<file path="src/rtl/mul_div_unit_pkg.sv">
// Shared opcodes, FSM encoding and signedness helper for the iterative
// multiply/divide unit.
package mdu_pkg;

  localparam logic [2:0] MDU_MUL    = 3'b000;
  localparam logic [2:0] MDU_MULH   = 3'b001;
  localparam logic [2:0] MDU_MULHSU = 3'b010;
  localparam logic [2:0] MDU_MULHU  = 3'b011;
  localparam logic [2:0] MDU_DIV    = 3'b100;
  localparam logic [2:0] MDU_DIVU   = 3'b101;
  localparam logic [2:0] MDU_REM    = 3'b110;
  localparam logic [2:0] MDU_REMU   = 3'b111;

  typedef enum logic [1:0] {
    IDLE = 2'b00,
    CALC = 2'b01,
    DONE = 2'b10
  } mdu_state_e;

  // rs2_op=0 asks about Rs1, rs2_op=1 about Rs2
  function automatic logic is_signed_op(
    input logic [2:0] f3,
    input logic       rs2_op
  );
    logic s;
    if (rs2_op)
      s = (f3 == MDU_MULH) || (f3 == MDU_DIV) ||
          (f3 == MDU_REM);
    else
      s = (f3 == MDU_MULH) || (f3 == MDU_MULHSU) ||
          (f3 == MDU_DIV)  || (f3 == MDU_REM);
    return s;
  endfunction

endpackage

</file>
<file path="src/rtl/mul_div_unit_if.sv">
// Request/response bundle between the execute stage and the
// multiply/divide unit.
interface mul_div_unit_if #(
  parameter int XLEN = 32
) ();

  logic            Valid_in;
  logic            Ready_out;
  logic [XLEN-1:0] Rs1;
  logic [XLEN-1:0] Rs2;
  logic [2:0]      Funct3;
  logic            Flush;
  logic            Valid_out;
  logic            Ready_in;
  logic [XLEN-1:0] Result;
  logic            Busy;

  modport master (
    output Valid_in, Rs1, Rs2, Funct3, Flush, Ready_in,
    input  Ready_out, Valid_out, Result, Busy
  );

  modport slave (
    input  Valid_in, Rs1, Rs2, Funct3, Flush, Ready_in,
    output Ready_out, Valid_out, Result, Busy
  );

endinterface

</file>
<file path="src/rtl/mul_div_unit_sign_fix.sv">
// Conditional two's-complement negate; inc_i lets the upper half of a
// wide negation take the carry out of the lower half.
module mdu_sign_fix #(
  parameter int W = 32
) (
  input  logic [W-1:0] mag_i,
  input  logic         neg_i,
  input  logic         inc_i,
  output logic [W-1:0] res_o
);

  assign res_o = neg_i ? (~mag_i + {{(W-1){1'b0}}, inc_i})
                       : mag_i;

endmodule

</file>
<file path="src/rtl/mul_div_unit.sv">
// Iterative RV32M/RV64M multiply/divide unit (shift-add / restoring).
// Define MDU_FAST_PATH_EN to finish trivial cases in one cycle.
module mul_div_unit
  import mdu_pkg::*;
#(
  parameter  int XLEN  = 32,
  localparam int CNT_W = $clog2(XLEN) + 1
) (
  input logic           CLK,
  input logic           rst_n,
  mul_div_unit_if.slave bus
);

  mdu_state_e        state_q;
  logic [2:0]        f3_q;
  logic [XLEN-1:0]   b_q;
  logic [XLEN-1:0]   res_q;
  logic [2*XLEN-1:0] prod_q;
  logic [CNT_W-1:0]  cnt_q;
  logic              neg_q;

  logic              s1, s2, dz, neg_d, fast;
  logic [XLEN-1:0]   abs_a, abs_b, fast_res;

  assign s1 = is_signed_op(bus.Funct3, 1'b0)
            & bus.Rs1[XLEN-1];
  assign s2 = is_signed_op(bus.Funct3, 1'b1)
            & bus.Rs2[XLEN-1];
  assign dz = (bus.Rs2 == '0);

  mdu_sign_fix #(.W(XLEN)) u_abs_a (
    .mag_i (bus.Rs1),
    .neg_i (s1),
    .inc_i (1'b1),
    .res_o (abs_a)
  );

  mdu_sign_fix #(.W(XLEN)) u_abs_b (
    .mag_i (bus.Rs2),
    .neg_i (s2),
    .inc_i (1'b1),
    .res_o (abs_b)
  );

  // Divide-by-zero quotient is all ones, so it must never be negated
  always_comb begin
    if (!bus.Funct3[2])
      neg_d = s1 ^ s2;
    else if (!bus.Funct3[1])
      neg_d = (s1 ^ s2) & ~dz;
    else
      neg_d = s1;
  end

  logic [XLEN-1:0] hi, lo;
  logic [XLEN:0]   sum, shl, diff;

  assign hi   = prod_q[2*XLEN-1:XLEN];
  assign lo   = prod_q[XLEN-1:0];
  assign sum  = {1'b0, hi} + (lo[0] ? {1'b0, b_q} : '0);
  assign shl  = {hi, lo[XLEN-1]};
  assign diff = shl - {1'b0, b_q};

  logic [2*XLEN-1:0] step;

  always_comb begin
    if (!f3_q[2])
      step = {sum, lo[XLEN-1:1]};
    else if (diff[XLEN])
      step = {shl[XLEN-1:0], lo[XLEN-2:0], 1'b0};
    else
      step = {diff[XLEN-1:0], lo[XLEN-2:0], 1'b1};
  end

  logic [XLEN-1:0] fhi, flo, mag, res_fix;
  logic            inc;

  assign fhi = step[2*XLEN-1:XLEN];
  assign flo = step[XLEN-1:0];

  // Negating the high product half borrows the low half's carry
  always_comb begin
    mag = fhi;
    inc = 1'b1;
    unique case (1'b1)
      (f3_q == MDU_MUL):
        mag = flo;
      (!f3_q[2] && f3_q[1:0] != 2'b00): begin
        mag = fhi;
        inc = (flo == '0);
      end
      (f3_q[2] && !f3_q[1]):
        mag = flo;
      default:
        mag = fhi;
    endcase
  end

  mdu_sign_fix #(.W(XLEN)) u_res (
    .mag_i (mag),
    .neg_i (neg_q),
    .inc_i (inc),
    .res_o (res_fix)
  );

`ifdef MDU_FAST_PATH_EN
  logic ovf;

  assign ovf = bus.Funct3[2] & ~bus.Funct3[0]
             & (bus.Rs1 == {1'b1, {(XLEN-1){1'b0}}})
             & (&bus.Rs2);

  always_comb begin
    fast     = 1'b0;
    fast_res = '0;
    if (bus.Funct3[2]) begin
      if (dz) begin
        fast     = 1'b1;
        fast_res = bus.Funct3[1] ? bus.Rs1 : '1;
      end else if (ovf) begin
        fast     = 1'b1;
        fast_res = bus.Funct3[1] ? '0 : bus.Rs1;
      end
    end else if (bus.Rs1 == '0 || dz) begin
      fast = 1'b1;
    end
  end
`else
  assign fast     = 1'b0;
  assign fast_res = '0;
`endif

  assign bus.Ready_out = (state_q == IDLE);
  assign bus.Valid_out = (state_q == DONE);
  assign bus.Busy      = (state_q != IDLE);
  assign bus.Result    = res_q;

  always_ff @(posedge CLK or negedge rst_n) begin
    if (!rst_n) begin
      state_q <= IDLE;
      f3_q    <= '0;
      b_q     <= '0;
      prod_q  <= '0;
      cnt_q   <= '0;
      neg_q   <= 1'b0;
      res_q   <= '0;
    end else if (bus.Flush) begin
      state_q <= IDLE;
    end else begin
      unique case (state_q)
        IDLE: begin
          if (bus.Valid_in) begin
            f3_q   <= bus.Funct3;
            b_q    <= abs_b;
            prod_q <= {{XLEN{1'b0}}, abs_a};
            neg_q  <= neg_d;
            cnt_q  <= CNT_W'(XLEN);
            if (fast) begin
              state_q <= DONE;
              res_q   <= fast_res;
            end else begin
              state_q <= CALC;
            end
          end
        end
        CALC: begin
          prod_q <= step;
          cnt_q  <= cnt_q - CNT_W'(1);
          if (cnt_q == CNT_W'(1)) begin
            state_q <= DONE;
            res_q   <= res_fix;
          end
        end
        DONE: begin
          if (bus.Ready_in)
            state_q <= IDLE;
        end
        default: state_q <= IDLE;
      endcase
    end
  end

endmodule

</file>
<file path="src/flat_wrapper.sv">
// flat-port wrapper written by rule: the top's interface ports become plain ports
module mul_div_unit_flat import mdu_pkg::*;
#(
  parameter  int XLEN  = 32,
  localparam int CNT_W = $clog2(XLEN) + 1
)
  (CLK, rst_n, bus_Valid_in, bus_Rs1, bus_Rs2, bus_Funct3, bus_Flush, bus_Ready_in, bus_Ready_out, bus_Valid_out, bus_Result, bus_Busy);
  mul_div_unit_if #(.XLEN(XLEN)) bus_i ();
  input logic CLK;
  input logic rst_n;
  input wire logic [$bits(bus_i.Valid_in)-1:0] bus_Valid_in;
  input wire logic [$bits(bus_i.Rs1)-1:0] bus_Rs1;
  input wire logic [$bits(bus_i.Rs2)-1:0] bus_Rs2;
  input wire logic [$bits(bus_i.Funct3)-1:0] bus_Funct3;
  input wire logic [$bits(bus_i.Flush)-1:0] bus_Flush;
  input wire logic [$bits(bus_i.Ready_in)-1:0] bus_Ready_in;
  output wire logic [$bits(bus_i.Ready_out)-1:0] bus_Ready_out;
  output wire logic [$bits(bus_i.Valid_out)-1:0] bus_Valid_out;
  output wire logic [$bits(bus_i.Result)-1:0] bus_Result;
  output wire logic [$bits(bus_i.Busy)-1:0] bus_Busy;
  assign bus_i.Valid_in = bus_Valid_in;
  assign bus_i.Rs1 = bus_Rs1;
  assign bus_i.Rs2 = bus_Rs2;
  assign bus_i.Funct3 = bus_Funct3;
  assign bus_i.Flush = bus_Flush;
  assign bus_i.Ready_in = bus_Ready_in;
  assign bus_Ready_out = bus_i.Ready_out;
  assign bus_Valid_out = bus_i.Valid_out;
  assign bus_Result = bus_i.Result;
  assign bus_Busy = bus_i.Busy;
  mul_div_unit #(.XLEN(XLEN)) u_core (.CLK(CLK), .rst_n(rst_n), .bus(bus_i));
endmodule
</file>
<file path="config.mk">
export PLATFORM = sky130hd
export DESIGN_NAME = mul_div_unit_flat
export DESIGN_NICKNAME = d
export VERILOG_FILES = /design/src/rtl/mul_div_unit_pkg.sv /design/src/rtl/mul_div_unit_if.sv /design/src/rtl/mul_div_unit_sign_fix.sv /design/src/rtl/mul_div_unit.sv /design/src/flat_wrapper.sv
export SDC_FILE = /design/constraint.sdc
export NUM_CORES = 1
export LEC_CHECK = 0
export BUFFER_PORTS_ARGS = -buffer_cell sky130_fd_sc_hd__buf_2
export CAP_MARGIN = 20
export CELL_PAD_IN_SITES_DETAIL_PLACEMENT = 0
export CELL_PAD_IN_SITES_GLOBAL_PLACEMENT = 1
export CORE_MARGIN = 2
export CORE_UTILIZATION = 36
export DETAILED_ROUTE_END_ITERATION = 8
export PLACE_DENSITY = 0.66
export SYNTH_ARGS = -nofsm -noshare
export SYNTH_HDL_FRONTEND = slang
export SYNTH_SLANG_ARGS = --single-unit
</file>
<file path="constraint.sdc">
create_clock -name CLK -period 11.4 [get_ports CLK]
set_clock_uncertainty 0.1 [all_clocks]
set_input_delay 0.57 -clock CLK [delete_from_list [all_inputs] [get_ports CLK]]
set_output_delay 0.57 -clock CLK [all_outputs]
set_load 0.01 [all_outputs]
</file>
==> reports/summary.txt <==
status: finished clean
vias in the first global route: 13,392
most common cell after layout, fill and taps aside: nand2_1
asr flop ratio synth: 100.0%
syn nets: 1,979
register area share after synthesis: 25.25%
crit share post-route: 50.30%
Wirelength per Cell: 22.35 um
post-CTS sizing: 0
I/O pins: 107
min-delay worst type: in2async
Layout area overhead: 10.95%
Slew Viols, Final: 0
syn_area_per_cell: 7.567 um^2
Post-synth EDFFs: 0
drt via density: 5.884
CP Data Arrival Time: 5.98 ns
grt total ovfl: 0
measured slew at the worst slew-check pin: 1.103 ns
clock buffer depth: 2
Die H: 200.3 um
Max Cap Viol: 0
yosys warns: 0
Mapped Area: 13,880 um^2
vias post-DR: 14,144
TritonRoute pass-1 iters: 5
Final Wtd Congestion: 0.9741
share of layout cells above drive strength 1: 11.52%
crit path kind: reg2reg
Worst VDD drop: 0.1268 mV
remaining routing DRC violations: 0
library cells used by synthesis: 90
largest area contributor in the netlist: dfrtp_1
DRT antenna net count: 0
crit end category: register
worst-case reg-to-reg path depth: 20
CTS Root Cell: clkbuf_16
clock latency on the worst-skew pair: 0.47 ns
initial core utilization: 36.67%
initial antenna violation count: 1
Crit Path Max Fanout: 32
site row count: 71
hpwl dp: 42,170 um
Final Util: 40.68%
endpoints failing hold: 0
Synth Flop Type: dfrtp_1
Die Width: 200.3 um
gr usage total: 26.64%
ant diodes: 0
final net count: 2,025
final setup TNS: 0 ns
Pwr per Cell Area: 286.2 nW/um^2
slack of the critical path: 5.666 ns
Routed WL: 53,720 um
CTS buffer count: 17
first-pass GRT wire length: 82,300 um
static leakage: 0.006682 uW
total power: 4407 uW
# setup viols final: 0
largest cells by area after synthesis: dfrtp_1, nand2_1, o21ai_0
Num Clock Sinks: 140
setup slack, reg-to-reg: 5.67 ns
#FFs+latches synth: 140
Reg clk slew, reported paths: 0.07 ns
relative slew slack: 25.87%
share of the synthesized area in the top cell type: 25.25%
RSZ-0062 raised after global routing: false
Setup Buffers After CTS: 0
core footprint: 37,840 um^2
drt first-iter violations: 1,081
DIE AREA: 40,130 um^2
worst flop-to-flop path endpoint: u_core.bus.Result[24]
Post-Syn Instances: 1,834
hold buffer count at CTS: 0
largest net degree at the start of global routing: 85
Design Area, Final: 15,400 um^2
CP required: 11.65 ns
worst r2r src: u_core.prod_q[31]
Tmin final: 5.734 ns
H-tree depth: 4
Critical Path Source Type: register
Setup WS pre-CTS: 5.763 ns
number of buffers added on ports: 106
CTS tree: built
most frequent cells in the layout: nand2_1, o21ai_0, nor2_1
Placed Instance Area: 14,810 um^2
fmax: 174.4 MHz
## worst max-delay path, stage by stage, from the launching register on
cell and delay (ns):
dfrtp_1 0.40, inv_1 0.10, ha_1 0.17, inv_1 0.05, fa_1 0.41, a211oi_1 0.29, o211a_1 0.22, nor2_1 0.11
o211ai_2 0.26, nand3_2 0.47, nand2_1 0.20, buf_4 0.38, o21ai_0 0.14, mux2i_1 0.28, mux2_2 0.29, ha_1 0.25
ha_1 0.40, nand4_1 0.29, or4_1 0.50, a31oi_1 0.19, a21oi_1 0.08
## synth_stat cells, types with 25 or more instances
| cell | n |
|---|---|
| xor2_1 | 59 |
| nand3_1 | 38 |
| xnor2_1 | 77 |
| ha_1 | 71 |
| dfrtp_1 | 140 |
| mux2i_1 | 40 |
| nor3_1 | 33 |
| o21ai_0 | 189 |
| nor2_1 | 154 |
| nand2_1 | 254 |
| a21o_1 | 27 |
| clkbuf_1 | 77 |
| o31ai_1 | 25 |
| nand4_1 | 25 |
| a21oi_1 | 144 |
| inv_1 | 69 |
| and2_1 | 41 |
## power by group
part | switching, uW | internal [uW] | total, uW
registers | 208 | 666 | 873
logic | 1930 | 1020 | 2950
clock network | 265 | 314 | 579
## worst max-delay path by stage
stage                      start               endpoint
2_1_floorplan  u_core.prod_q[31]  u_core.bus.Result[24]
3_3_place_gp   u_core.prod_q[31]  u_core.bus.Result[24]
3_5_place_dp   u_core.prod_q[31]  u_core.bus.Result[24]
4_1_cts        u_core.prod_q[31]  u_core.bus.Result[24]
5_1_grt        u_core.prod_q[31]  u_core.bus.Result[24]
6_report       u_core.prod_q[31]  u_core.bus.Result[24]
## state kept, by name, indices dropped and copies added, names as in the netlist
register           cells
u_core.cnt_q           6
u_core.prod_q         64
u_core.b_q            32
u_core.bus.Result     32
u_core.state_q         2
u_core.neg_q           1
u_core.f3_q            3
## final cells by class
| class | instances | area [um^2] |
|---|---|---|
| Timing Repair Buffer | 126 | 686.9 |
| Inverter | 69 | 259.0 |
| Tap cell | 511 | 639.4 |
| Multi-Input combinational cell | 1526 | 9721 |
| Clock buffer | 18 | 439.2 |
| Sequential cell | 140 | 3505 |
| Clock inverter | 14 | 146.4 |
| Fill cell | 4091 | 22450 |
## through the flow
| step | cells | hold slack [ns] |
|---|---|---|
| finish | 2404 | 0.04064 |
| global route | 2404 | 0.1169 |
| CTS | 2404 | 0.1142 |
| detailed placement | 2372 | 0.3706 |
| global placement | 2372 | 0.3638 |
| floorplan | 1834 | 0.1744 |
## logic make-up (layout without fill, tap and decap cells)
group	count (synthesis)	count (layout)	synth area share [%]
AND/OR/NAND/NOR	652	652	22.13
AO/OA/AOI/OAI	613	613	28.62
buffers and inverters	168	227	4.878
flip-flops	140	140	25.25
XOR/XNOR	136	136	8.584
adder cells (fa/ha/maj)	73	73	6.690
multiplexers	52	52	3.859
## per-layer routing
metal  track usage [%]  vias up  part of all wire, %
li1                  -     6777                    -
met1             36.91     6851                   46
met2             41.98      417                   46
met3             3.368       99                  5.1
met4             10.79        0                  3.6
met5                 0        -                    0
(Power assumes the default switching activity.)
